**src/rtl/reg_file_sb.sv**
```systemverilog
// ---------------------------------------------------------------------------
// reg_file_sb
// Two-read / one-write register file with a per-register busy scoreboard,
// used in the decode/writeback stage of the core. All state changes on the
// FALLING edge of I_clk. Reset is synchronous and active low, and it overrides
// every other input.
//
// Parameters
//   DATA_W   register width
//   ADDR_W   select width, DEPTH = 2**ADDR_W
//   ZERO_REG 1: register 0 is hardwired zero and never busy
//   BYPASS   1: same-edge writeback data is forwarded to the read outputs
//
// Ports
//   I_clk, I_rst_n, I_en          clock, sync reset (low), global enable
//   I_we, I_selD, I_dataD         writeback (also clears busy of I_selD)
//   I_selA, I_selB                read selects
//   I_rsv, I_selR                 reserve: mark I_selR busy
//   o_dataA/B, o_busyA/B          registered read data / operand-pending
//   o_hazard                      o_busyA | o_busyB
//   o_busy_vec                    stored busy flags, bit i = register i
// ---------------------------------------------------------------------------
module reg_file_sb #(
    parameter int DATA_W   = 16,
    parameter int ADDR_W   = 3,
    parameter int ZERO_REG = 0,
    parameter int BYPASS   = 1
) (
    input  logic                     I_clk,
    input  logic                     I_rst_n,
    input  logic                     I_en,
    input  logic                     I_we,
    input  logic [ADDR_W-1:0]        I_selD,
    input  logic [DATA_W-1:0]        I_dataD,
    input  logic [ADDR_W-1:0]        I_selA,
    input  logic [ADDR_W-1:0]        I_selB,
    input  logic                     I_rsv,
    input  logic [ADDR_W-1:0]        I_selR,
    output logic [DATA_W-1:0]        o_dataA,
    output logic [DATA_W-1:0]        o_dataB,
    output logic                     o_busyA,
    output logic                     o_busyB,
    output logic                     o_hazard,
    output logic [(1<<ADDR_W)-1:0]   o_busy_vec
);

    localparam int DEPTH = 1 << ADDR_W;
    localparam logic [DEPTH-1:0]  ONE_HOT0 = {{(DEPTH-1){1'b0}}, 1'b1};
    localparam logic [ADDR_W-1:0] SEL_ZERO = {ADDR_W{1'b0}};
    localparam logic [DATA_W-1:0] DATA_ZERO = {DATA_W{1'b0}};

    logic [DATA_W-1:0] r_regs [DEPTH];
    logic [DEPTH-1:0]  r_busy;
    logic [DATA_W-1:0] r_dataA;
    logic [DATA_W-1:0] r_dataB;
    logic              r_busyA;
    logic              r_busyB;

    logic              w_wr_ok;
    logic              w_rsv_ok;
    logic              w_zero_a;
    logic              w_zero_b;
    logic              w_hit_a;
    logic              w_hit_b;
    logic [DEPTH-1:0]  w_clr_mask;
    logic [DEPTH-1:0]  w_set_mask;
    logic [DEPTH-1:0]  w_busy_nxt;
    logic [DATA_W-1:0] w_dataA_nxt;
    logic [DATA_W-1:0] w_dataB_nxt;
    logic              w_busyA_nxt;
    logic              w_busyB_nxt;

    // Qualify write/reserve (dropped on the hardwired-zero register) and detect read hits
    always_comb begin
        w_wr_ok  = I_we  && !((ZERO_REG != 0) && (I_selD == SEL_ZERO));
        w_rsv_ok = I_rsv && !((ZERO_REG != 0) && (I_selR == SEL_ZERO));
        w_zero_a = (ZERO_REG != 0) && (I_selA == SEL_ZERO);
        w_zero_b = (ZERO_REG != 0) && (I_selB == SEL_ZERO);
        w_hit_a  = w_wr_ok && (I_selD == I_selA);
        w_hit_b  = w_wr_ok && (I_selD == I_selB);
    end

    // Next busy vector: set is applied after clear so a same-register reserve wins
    always_comb begin
        w_clr_mask = w_wr_ok  ? (ONE_HOT0 << I_selD) : {DEPTH{1'b0}};
        w_set_mask = w_rsv_ok ? (ONE_HOT0 << I_selR) : {DEPTH{1'b0}};
        w_busy_nxt = (r_busy & ~w_clr_mask) | w_set_mask;
    end

    // Read port A: the same-edge reservation is deliberately not visible here
    always_comb begin
        w_dataA_nxt = r_regs[I_selA];
        w_busyA_nxt = r_busy[I_selA];
        if (w_zero_a) begin
            w_dataA_nxt = DATA_ZERO;
            w_busyA_nxt = 1'b0;
        end else if (w_hit_a) begin
            w_dataA_nxt = (BYPASS != 0) ? I_dataD : r_regs[I_selA];
            w_busyA_nxt = 1'b0;
        end else begin
            w_dataA_nxt = r_regs[I_selA];
            w_busyA_nxt = r_busy[I_selA];
        end
    end

    // Read port B: identical rules to port A
    always_comb begin
        w_dataB_nxt = r_regs[I_selB];
        w_busyB_nxt = r_busy[I_selB];
        if (w_zero_b) begin
            w_dataB_nxt = DATA_ZERO;
            w_busyB_nxt = 1'b0;
        end else if (w_hit_b) begin
            w_dataB_nxt = (BYPASS != 0) ? I_dataD : r_regs[I_selB];
            w_busyB_nxt = 1'b0;
        end else begin
            w_dataB_nxt = r_regs[I_selB];
            w_busyB_nxt = r_busy[I_selB];
        end
    end

    // State and output registers, falling-edge clocked, reset overrides enable
    always_ff @(negedge I_clk) begin
        if (!I_rst_n) begin
            for (int i = 0; i < DEPTH; i++) begin
                r_regs[i] <= DATA_ZERO;
            end
            r_busy  <= {DEPTH{1'b0}};
            r_dataA <= DATA_ZERO;
            r_dataB <= DATA_ZERO;
            r_busyA <= 1'b0;
            r_busyB <= 1'b0;
        end else if (I_en) begin
            if (w_wr_ok) begin
                r_regs[I_selD] <= I_dataD;
            end
            r_busy  <= w_busy_nxt;
            r_dataA <= w_dataA_nxt;
            r_dataB <= w_dataB_nxt;
            r_busyA <= w_busyA_nxt;
            r_busyB <= w_busyB_nxt;
        end
    end

    assign o_dataA    = r_dataA;
    assign o_dataB    = r_dataB;
    assign o_busyA    = r_busyA;
    assign o_busyB    = r_busyB;
    assign o_hazard   = r_busyA | r_busyB;
    assign o_busy_vec = r_busy;

endmodule

```
**config.mk**
```make
export PLATFORM = sky130hd
export DESIGN_NAME = reg_file_sb
export DESIGN_NICKNAME = d
export VERILOG_FILES = /design/src/rtl/reg_file_sb.sv
export SDC_FILE = /design/constraint.sdc
export NUM_CORES = 1
export LEC_CHECK = 0
export BUFFER_PORTS_ARGS = -buffer_cell sky130_fd_sc_hd__buf_4
export CAP_MARGIN = 30
export CORE_MARGIN = 4
export CORE_UTILIZATION = 53
export CTS_BUF_LIST = sky130_fd_sc_hd__clkbuf_16
export CTS_CLUSTER_SIZE = 24
export DETAILED_ROUTE_END_ITERATION = 16
export GPL_ROUTABILITY_DRIVEN = 1
export PLACE_DENSITY = 0.72
export SLEW_MARGIN = 40
export SYNTH_ARGS = -nofsm -noshare
export SYNTH_HDL_FRONTEND = slang
export SYNTH_SLANG_ARGS = --single-unit
```
**constraint.sdc**
```tcl
create_clock -name I_clk -period 4.8 [get_ports I_clk]
set_clock_uncertainty 0.1 [all_clocks]
set_input_delay 0.72 -clock I_clk [delete_from_list [all_inputs] [get_ports I_clk]]
set_output_delay 0.72 -clock I_clk [all_outputs]
set_load 0.02 [all_outputs]
```
==> flow_metrics.py <==
metrics = {
    "pwr": {
        "fin_total_pwr_mw": 4.190,
        "power_density_nw_per_um2": 391.0,
        "peakVddDrop_mv": 0.2743,
        "power.leakage_nw": 4.372,
    },
    "clock_tree": {
        "clkTransAtPathRegs_ns": 0.03,
        "cts_max_level": 4,
        "cts_tree": "built",
        "post_cts_buffers": 0,
        "numCtsBuffers": 17,
        "clk_latency_ns": 0.48,
        "holdBufCountCts": 0,
        "clock-sinks": 170,
        "clock_path_buffers": 2,
        "cts_resized": 0,
        "clock-root-buffer": "clkbuf_16",
    },
    "logic_synthesis": {
        "ys.flop_type": "edfxtp_1",
        "ys_types": 37,
        "ys_seq_elements": 170,
        "synthDominantAreaCellType": "edfxtp_1",
        "yosysMostFrequentCell": "edfxtp_1",
        "yosys-top-cells-area": "edfxtp_1 (45%), mux4_2 (18%), dfxtp_1 (9.9%), nor4_1 (4.7%), mux2i_1 (4.0%)",
        "syn_avg_cell_area_um2": 14.13,
        "yosysSeqAreaShare_pct": 55.26,
        "yosysWarnings": 0,
        "synthTopCellsByCount": "edfxtp_1 (128), mux4_2 (67), nor4_1 (64)",
        "async_flop_share_pct": 0,
        "synth_edf_count": 128,
        "synth_top_area_share_pct": 45.34,
        "syn_inst": 600,
        "synth_fp_nets": 633,
        "syn_area_um2": 8477,
    },
    "sta": {
        "maxSlewViolCount": 0,
        "hold_viol": 0,
        "tns_ns": 0,
        "rsz0062_at_grt": "no",
        "setup_violations": 0,
        "worst_pin_slew_ns": 0.4807,
        "slew_headroom_pct": 67.95,
    },
    "critical_path": {
        "r2r_start": "r_regs[7][12]",
        "r2r-end": "o_dataA[12]",
        "crit_slowest_cell": "dfxtp_1",
        "rrSetupSlack_ns": 3.33,
        "path_cells": "or2_2 > buf_4",
        "crit_buf_inv": 1,
        "r2r_cells": 3,
        "critical_path_class": "register to output pin",
        "worstSetupEndpointType": "output pin",
        "cp.required_ns": 3.98,
        "worst-path-max-fanout": 3,
        "cp_top_family": "flip-flops",
        "start_kind": "register",
        "arrival_ns": 3.66,
        "max_stage_delay_ns": 0.34,
    },
    "final_layout": {
        "nFillCells": 1088,
        "stdcell_count": 1069,
        "syn_to_final_growth_pct": 26.41,
        "layout-drive-gt1-share_pct": 26.92,
        "fin_nets": 878,
        "final_util_pct": 69.46,
        "diodes": 0,
    },
    "floorplanning": {
        "die_area_um2": 18080,
        "core_area_um2": 15430,
        "die_x_um": 134.5,
        "die_h_um": 134.5,
        "initial_utilization_pct": 54.95,
        "rows": 45,
        "pin_count": 76,
    },
    "route": {
        "vias_per_cell": 6.406,
        "num_vias": 6848,
        "met2WireLength_um": 12440,
        "wl_um": 25370,
        "drt-met1-wl_um": 9359,
        "wire_per_inst_um": 23.73,
        "drt_iter0_drc": 868,
        "wl_met3_um": 2927,
        "drc": 0,
        "firstDrtPassIters": 5,
        "ant_nets": 0,
        "highest_layer": "met4",
    },
    "placed_design": {
        "dp_cells": 868,
        "hpwl_um": 15230,
        "gp_congestion": 0.8459,
        "io_buffer_count": 75,
    },
    "flow_run": {
        "cap_violations": 0,
    },
    "hold_path": {
        "min_path_cells": 2,
        "min-delay-start": "o_dataB[9]",
        "holdPathEnd": "o_dataB[9]",
        "hold_path_class": "register to register",
    },
    "outcome": {
        "status": "finished, final reports clean",
    },
    "global_route": {
        "grt_max_degree": 37,
        "grt_pass1_vias": 7291,
        "globalRouteOverflowTotal": 0,
        "grt_pass1_wl_um": 39010,
        "antenna_found_initial": 0,
        "gr-usage-all-layers_pct": 28.99,
    },
}
[sequential cells by signal, indices dropped and copies added, names as in the netlist]
register / count
o_dataB: 16
o_busyA: 1
o_busyB: 1
o_dataA: 16
r_regs: 128
o_busy_vec: 8
[routing by layer]
metal | GRT usage (%) | vias to the layer above
met5 | 0 | -
met4 | 14.08 | 0
met3 | 11.29 | 52
met2 | 44.92 | 468
met1 | 35.96 | 3391
li1 | - | 2937
[worst max path at each step]
stage / cells after the start / from / endpoint / slack (ns)
6_report: 2 / o_busyB / o_hazard / 0.32
4_1_cts: 2 / o_busyB / o_hazard / 0.32
3_5_place_dp: 5 / I_selB[0] / o_dataB[7] / 0.20
5_1_grt: 2 / o_busyB / o_hazard / 0.25
3_3_place_gp: 5 / I_selB[0] / o_dataB[12] / 0.22
2_1_floorplan: 4 / I_selD[1] / r_regs[7][0] / -0.14
[area by class of cell]
class                   instances  area [um^2]  area share (%)
clock buffers                  17        425.4           3.970
inverters                      24        90.09          0.8407
well taps                     211        264.0           2.464
clock inverters               185        784.5           7.321
repair buffers                121         1096           10.23
flip-flops and latches        170         4684           43.72
multi-input cells             341         3371           31.46
[worst register-to-register path: stages, from the launching register on]
cell and delay (ns):
edfxtp_1 0.39, mux4_2 0.52, mux2i_1 0.19, o221ai_1 0.14
[power by group]
part	switching, mW	leakage, nW	internal (mW)
combinational	0.281	1.61	0.229
sequential	0.0542	1.57	1.69
clock	0.985	1.19	0.954
[cells in the final DEF (no fill, tap or decap), types with 2 or more instances in the layout]
| master | n |
|---|---|
| nand2b_1 | 4 |
| dfxtp_1 | 42 |
| o21ai_2 | 4 |
| clkinvlp_2 | 2 |
| o31ai_2 | 2 |
| and2_1 | 16 |
| bufinv_16 | 2 |
| edfxtp_1 | 128 |
| inv_4 | 4 |
| o21ai_1 | 4 |
| clkinv_4 | 4 |
| mux2i_1 | 34 |
| o221ai_1 | 32 |
| xnor2_1 | 6 |
| inv_1 | 180 |
| o32ai_1 | 2 |
| nor4_1 | 64 |
| o22ai_1 | 6 |
| mux4_2 | 67 |
| buf_12 | 15 |
| nand4_2 | 2 |
| nor3_1 | 48 |
| a41o_1 | 2 |
| clkbuf_16 | 17 |
| clkinv_1 | 16 |
| buf_4 | 106 |
| nand2_1 | 37 |
[kinds of logic (layout without fill, tap and decap cells)]
| group | count (synthesis) | after routing | share of synthesized area [%] |
|---|---|---|---|
| AND/OR/NAND/NOR | 181 | 181 | 11.79 |
| flip-flops | 170 | 170 | 55.26 |
| multiplexers | 102 | 102 | 22.13 |
| buffers and inverters | 89 | 347 | 5.358 |
| AO/OA/AOI/OAI | 52 | 52 | 4.841 |
| XOR/XNOR | 6 | 6 | 0.6199 |
[through the flow]
stage	setup WS, ns	instance area (um^2)	hold WS (ns)
final	0.3173	10720	0.3648
after global routing	0.2548	10720	0.3954
after CTS	0.3158	10720	0.3637
after detailed placement	0.1957	9509	0.3538
after global placement	0.2182	9509	0.3519
after floorplan	-0.1414	8502	0.4335
Note: power is estimated with default switching activity, not from simulation.
